**src/rtl/stage3_pc_hart_sched.sv**
```systemverilog
// Multi-hart PC unit for stage3 fetch: per-hart PC registers, round-robin hart selection,
// a valid/ready request to fetch, and redirects from execute.
module stage3_pc_hart_sched #(
    parameter int          NUM_HARTS = 1,
    parameter logic [31:0] RESET_PC  = 32'h80000000,
    localparam int         HART_W    = (NUM_HARTS > 1) ? $clog2(NUM_HARTS) : 1
) (
    input  logic                        CLK,
    input  logic                        RST,
    input  logic [NUM_HARTS-1:0]        hart_enable,
    output logic                        fetch_valid,
    input  logic                        fetch_ready,
    output logic [31:0]                 fetch_pc,
    output logic [HART_W-1:0]           fetch_hart_id,
    input  logic [31:0]                 npc,
    input  logic                        redirect_valid,
    input  logic [HART_W-1:0]           redirect_hart,
    input  logic [31:0]                 redirect_pc,
    output logic [NUM_HARTS-1:0][31:0]  pc,
    output logic                        dbg_locked
);

    // Handshake: fetch_valid/fetch_pc/fetch_hart_id form a request; it completes (fire) in a
    // cycle where fetch_valid & fetch_ready. Once presented and stalled, hart id stays fixed
    // until fire; only a redirect of that same hart may change fetch_pc meanwhile.
    typedef enum logic {ST_ARB = 1'b0, ST_LOCK = 1'b1} state_t;

    localparam logic [HART_W:0]   NH   = (HART_W+1)'(NUM_HARTS);
    localparam logic [HART_W-1:0] LAST = HART_W'(NUM_HARTS - 1);

    state_t              state, state_nxt;
    logic [HART_W-1:0]   rr_ptr;
    logic [HART_W-1:0]   sel;
    logic [HART_W-1:0]   grant;
    logic                any_en;
    logic                fire;
    logic                redir_hit;

    assign any_en    = |hart_enable;
    assign fire      = fetch_valid & fetch_ready;
    assign redir_hit = redirect_valid && ({1'b0, redirect_hart} < NH);
    assign dbg_locked = (state == ST_LOCK);

    // Round-robin scan starting at rr_ptr, wrapping at NUM_HARTS.
    always_comb begin
        int   j;
        logic found;
        grant = '0;
        found = 1'b0;
        j     = 0;
        for (int i = 0; i < NUM_HARTS; i++) begin
            j = int'(rr_ptr) + i;
            if (j >= NUM_HARTS) j = j - NUM_HARTS;
            if (!found && hart_enable[j]) begin
                grant = HART_W'(j);
                found = 1'b1;
            end
        end
    end

    always_ff @(posedge CLK) begin
        if (RST) begin
            state  <= ST_ARB;
            rr_ptr <= '0;
            sel    <= '0;
            for (int h = 0; h < NUM_HARTS; h++) pc[h] <= RESET_PC;
        end else begin
            state <= state_nxt;
            if (state == ST_ARB) sel <= grant;
            if (fire) rr_ptr <= (fetch_hart_id == LAST) ? '0 : fetch_hart_id + HART_W'(1);
            // Redirect has priority over the returned npc for the same hart.
            for (int h = 0; h < NUM_HARTS; h++) begin
                if (redir_hit && redirect_hart == HART_W'(h))
                    pc[h] <= {redirect_pc[31:2], 2'b00};
                else if (fire && fetch_hart_id == HART_W'(h))
                    pc[h] <= {npc[31:2], 2'b00};
            end
        end
    end

    always_comb begin
        state_nxt = state;
        case (state)
            ST_ARB:  if (fetch_valid && !fetch_ready) state_nxt = ST_LOCK;
            ST_LOCK: if (fetch_ready) state_nxt = ST_ARB;
            default: state_nxt = ST_ARB;
        endcase
    end

    always_comb begin
        fetch_valid   = 1'b0;
        fetch_hart_id = grant;
        if (state == ST_LOCK) begin
            fetch_valid   = !RST;
            fetch_hart_id = sel;
        end else begin
            fetch_valid   = !RST && any_en;
        end
        fetch_pc = pc[0];
        for (int h = 0; h < NUM_HARTS; h++)
            if (fetch_hart_id == HART_W'(h)) fetch_pc = pc[h];
    end

endmodule
```
**config.mk**
```make
export PLATFORM = sky130hd
export DESIGN_NAME = stage3_pc_hart_sched
export DESIGN_NICKNAME = d
export VERILOG_FILES = /design/src/rtl/stage3_pc_hart_sched.sv
export SDC_FILE = /design/constraint.sdc
export NUM_CORES = 1
export LEC_CHECK = 0
export BUFFER_PORTS_ARGS = -buffer_cell sky130_fd_sc_hd__clkbuf_2
export CAP_MARGIN = 20
export CORE_MARGIN = 5
export CORE_UTILIZATION = 25
export DETAILED_ROUTE_END_ITERATION = 16
export PLACE_DENSITY_LB_ADDON = 0.05
export SYNTH_ARGS = -nofsm -noshare
export SYNTH_HDL_FRONTEND = slang
export SYNTH_SLANG_ARGS = --single-unit
```
**constraint.sdc**
```tcl
create_clock -name CLK -period 1.51 [get_ports CLK]
set_input_delay 0 -clock CLK [delete_from_list [all_inputs] [get_ports CLK]]
set_output_delay 0 -clock CLK [all_outputs]
set_load 0.03 [all_outputs]
```
# After elaboration in Yosys (flattened, before gate mapping)
# Index checks and enable logic that the tools add are counted.
[classes]
reduce_logical = 8
bitwise = 4
n_lt_le_gt_ge = 3
n_addsub = 2
muxes = 12
[op_table]
columns = ["op", "count"]
rows = [
  ["$mux 32", 3],
  ["$lt 32x2->1 const B", 1],
  ["$mux 1", 8],
  ["$logic_and 1x1->1", 5],
  ["$not 1->1", 3],
  ["$logic_not 1->1", 2],
  ["$pmux 1 s2", 1],
  ["$reduce_bool 2->1", 1],
  ["$sub 1x1->2 const B", 1],
  ["$add 1x1->1 const B", 1],
  ["$and 1x1->1", 1],
  ["$ge 1x1->1 const B", 1],
  ["$lt 1x1->1 const B", 1],
]
[word_totals]
input_bits = 70
out_inout_bits = 67
register_bits = 33
elab_cells = 33

# Depth between registers and ports, before layout
[logic_depth]
depth_word = 11
depth_mapped = 5
ltp_nobuf = 3

# Worst setup path before layout
# Ideal clock, no wire load.
[synth_timing]
path_type = "register -> register"
from = "reg state (netlist: dbg_locked)"
to = "reg pc (netlist bit fetch_pc[10])"
arrival_ns = 1.301
path_slack_ns = 0.076
n_path_buf = 1
required_ns = 1.378
synth_period_minus_slack_ns = 1.434
setup_ns = 0.132
stages_incl_launch_ff = 5
path_cell_list = "dfxtp_1 nand2b_1 buf_6 a2111oi_2 a211oi_2"
[synth_between]
elab_chain_len = 4
word_cells_on_any_way = 6
cone_classes = "mux (2); bitwise (2); reduce/logical (2)"
[synth_rtl]
columns = ["item", "line", "rtl"]
rows = [
  ["from (decl)", "31", "state_t state, state_nxt;"],
  ["from (signal assigned)", "68", "state <= state_nxt;"],
  ["$mux 1", "93", "if (state == ST_LOCK) begin"],
  ["$and 1x1->1 / $not 1->1 (equally long branches)", "-", ""],
  ["$logic_and 1x1->1 *", "75", "else if (fire && fetch_hart_id == HART_W'(h))"],
  ["$reduce_bool 2->1 (no line) *", "-", ""],
  ["to (signal, indexed assignment)", "74", "pc[h] <= {redirect_pc[31:2], 2'b00};"],
  ["to (signal, indexed assignment)", "76", "pc[h] <= {npc[31:2], 2'b00};"],
  ["to (decl)", "19", "output logic [NUM_HARTS-1:0][31:0] pc,"],
]
# Mark *: on every way between the ends. The rest lies on a longest branch, timed or not.
# A chain may end at the register's enable or synchronous reset.

# Worst setup path in the final report
[layout_timing]
from = "reg state (netlist: dbg_locked)"
to = "reg pc (netlist bit fetch_pc[15])"
# Same word-level chain as after synthesis.

==> flow_summary.yaml <==
setup_path:
  start_kind: "flop"
  path_depth: 4
  worstPathBufferInverterCount: 1
  cp_data_arrival_time_ns: 1.57
  critPathKind: "flop to flop"
  reg2reg_depth: 4
  endpoint_kind: "flop"
  r2r_start: "dbg_locked"
  cpMaxStageDelayCell: "a2111oi_2"
  worstPathRequired_ns: 1.67
  cp_cell_sequence: "nand2b_4 -> buf_4 -> a2111oi_2 -> a211oi_2"
  path_delay_family: "compound AO/OA/AOI/OAI gates"
  worst-r2r-setup-slack_ns: 0.11
  max_stage_delay_ns: 0.43
  crit_fanout: 8
  r2r-end: "fetch_pc[15]"
logic_synthesis:
  synth_cell_types: 18
  post-synth-top-count-cell: "buf_4"
  synth.avg_cell_area_um2: 10.7
  yosys_warnings: 0
  syn-instance-count: 224
  synth_common_cells: "buf_4, dfxtp_1, nor2_1"
  synth-async-reset-ratio_pct: 0
  synth_top_area_share_pct: 26.8
  synth_edf_count: 0
  ys_top_cells_by_area: "dfxtp_1, a2111oi_2, a211oi_2"
  synth_flop_cell: "dfxtp_1"
  syn_area_um2: 2390
  yosysTopAreaCell: "dfxtp_1"
  ys_seq_elements: 32
  synth-seq-area-share_pct: 26.8
clock_network:
  cts.sinks: 32
  h-tree-depth: 2
  root_buffer: "clkbuf_8"
  numCtsBuffers: 5
  insertion_delay_ns: 0.28
  cts_max_path_buffers: 2
  cts_tree: "yes"
  clk_pin_slew_ns: 0.08
routing:
  vias: 2010
  via_per_inst: 4.43
  drc: 0
  avgRoutedWirePerCell_um: 15.8
  ant_nets: 0
  drtIter0Drc: 45
  totalWireLength_um: 7170
  drtPass1Iterations: 3
global_routing:
  grt-ovfl-total: 0
  grt_first_pass_wirelength_um: 11100
  grt_start_max_net_pins: 31
  grt_usage_pct: 12.3
  grt_pass1_vias: 2043
  antenna_found_initial: 0
placed_design:
  hpwl_um: 5320
  port_buffers: 128
  dp.cells: 441
  place_congestion: 0.670
  dp_worst_setup_slack_ns: 0.0656
  post_dp_cell_area_um2: 2920
min_path:
  hold_path_class: "input pin to flop"
  hp-start: "redirect_pc[30]"
  worstHoldPathCells: 3
  hold_path_end: "fetch_pc[30]"
run_status:
  status: "complete, no violations"
pwr:
  max-vdd-ir-drop_mv: 0.246
  clockPowerShare_pct: 26.7
  power.density_nw_per_um2: 854
  pwr-share-comb_pct: 36.7
  p_seq_share_pct: 36.6
  p_switching_uw: 1030
  internal_power_uw: 1610
  power_leakage_uw: 0.00125
  p_sw_share_pct: 39.0
finish:
  diodes: 0
  layout-drive-gt1-share_pct: 67.7
  fillerInstances: 1003
  fin_cells: 454
  design_area_um2: 3100
  final_nets: 394
  area_delta_synth_final_pct: 29.5
timing:
  min_period_ns: 1.40
  hold_viol: 0
  whs_ns: 0.0224
  rsz0062_at_grt: "no"
  fin_tns_setup_ns: 0
  period_share_pct: 92.9
  skew_ns: 0.00743
  layout_setup_ws_ns: 0.108
  setup_violations: 0
  fmax_mhz: 713
  drv_slew: 0
floorplan:
  top_level_ports: 137
  std_cell_rows: 35
  die-area_um2: 11600
  fp.dieW_um: 108
  die_y_um: 108
  start_util_pct: 25.8
  core_um2: 9280
run:
  drv_cap: 0
## stage by stage
step | utilization [%] | total power [uW]
finish | 33.4 | 2650
global route | 33.4 | 2810
CTS | 32.7 | 2700
detailed placement | 31.5 | 1950
global placement | 31.5 | 1950
floorplan | - | 1740
## flip-flops by register name (all words and copies together), names as in the netlist
register    count
fetch_pc       30
dbg_locked      1
sel             1
## cell type report
type | count | area (um^2) | share of cell area, %
well taps | 129 | 161 | 5.21
flip-flops and latches | 32 | 641 | 20.7
clock buffers | 6 | 82.6 | 2.66
clock inverters | 2 | 10.0 | 0.323
multi-input cells | 136 | 1350 | 43.5
repair buffers | 149 | 857 | 27.6
## how the worst max path moves through the flow
stage / startpoint / endpoint / slack, ns
4_1_cts: dbg_locked / fetch_pc[15] / 0.04
3_5_place_dp: dbg_locked / fetch_pc[15] / 0.07
2_1_floorplan: dbg_locked / fetch_pc[10] / 0.08
3_3_place_gp: dbg_locked / fetch_pc[30] / 0.09
6_report: dbg_locked / fetch_pc[15] / 0.11
5_1_grt: dbg_locked / fetch_pc[15] / 0.02
## placed cells by master (no fill, tap or decap), types with 6 or more instances in the layout
master and count:
a211oi_2 30, clkbuf_8 6, a2111oi_4 6, clkbuf_2 128, o21bai_1 29, dfxtp_1 32, a2111oi_2 24, buf_4 14
nor2_1 31
## timing repair
item	in CTS	in global routing
hold buffers	2	0
hold endpoints to repair	2	0
endpoints found under the setup margin	0	22
setup buffers	0	3
gates resized for setup	0	4
## kinds of logic after synthesis
family,synth area share (%)
AO/OA/AOI/OAI,45.5
buffers and inverters,19.4
other,0.157
AND/OR/NAND/NOR,8.20
flip-flops,26.8
## per-layer routing
metal  vias to the layer above  GRT usage [%]  wire, um
li1                       1004              -         -
met1                       924           16.1      3350
met2                        74           20.0      3300
met3                         8           3.12       449
met4                         0           2.98        68
met5                         -              0         0
## power by group through the flow
stage,Sequential [uW],Combinational [uW],Clock (uW)
global placement,987,967,0
global route,983,1040,795
detailed placement,990,963,0
floorplan,1120,619,0
CTS,971,969,757
finish,968,972,706
## worst min-delay path: cells and delay by family
| family | cells | cell delay [ns] |
|---|---|---|
| AOI/OAI and AO/OA | 2 | 0.19 |
| buffers and inverters | 1 | 0.08 |
(Power assumes the default switching activity.)
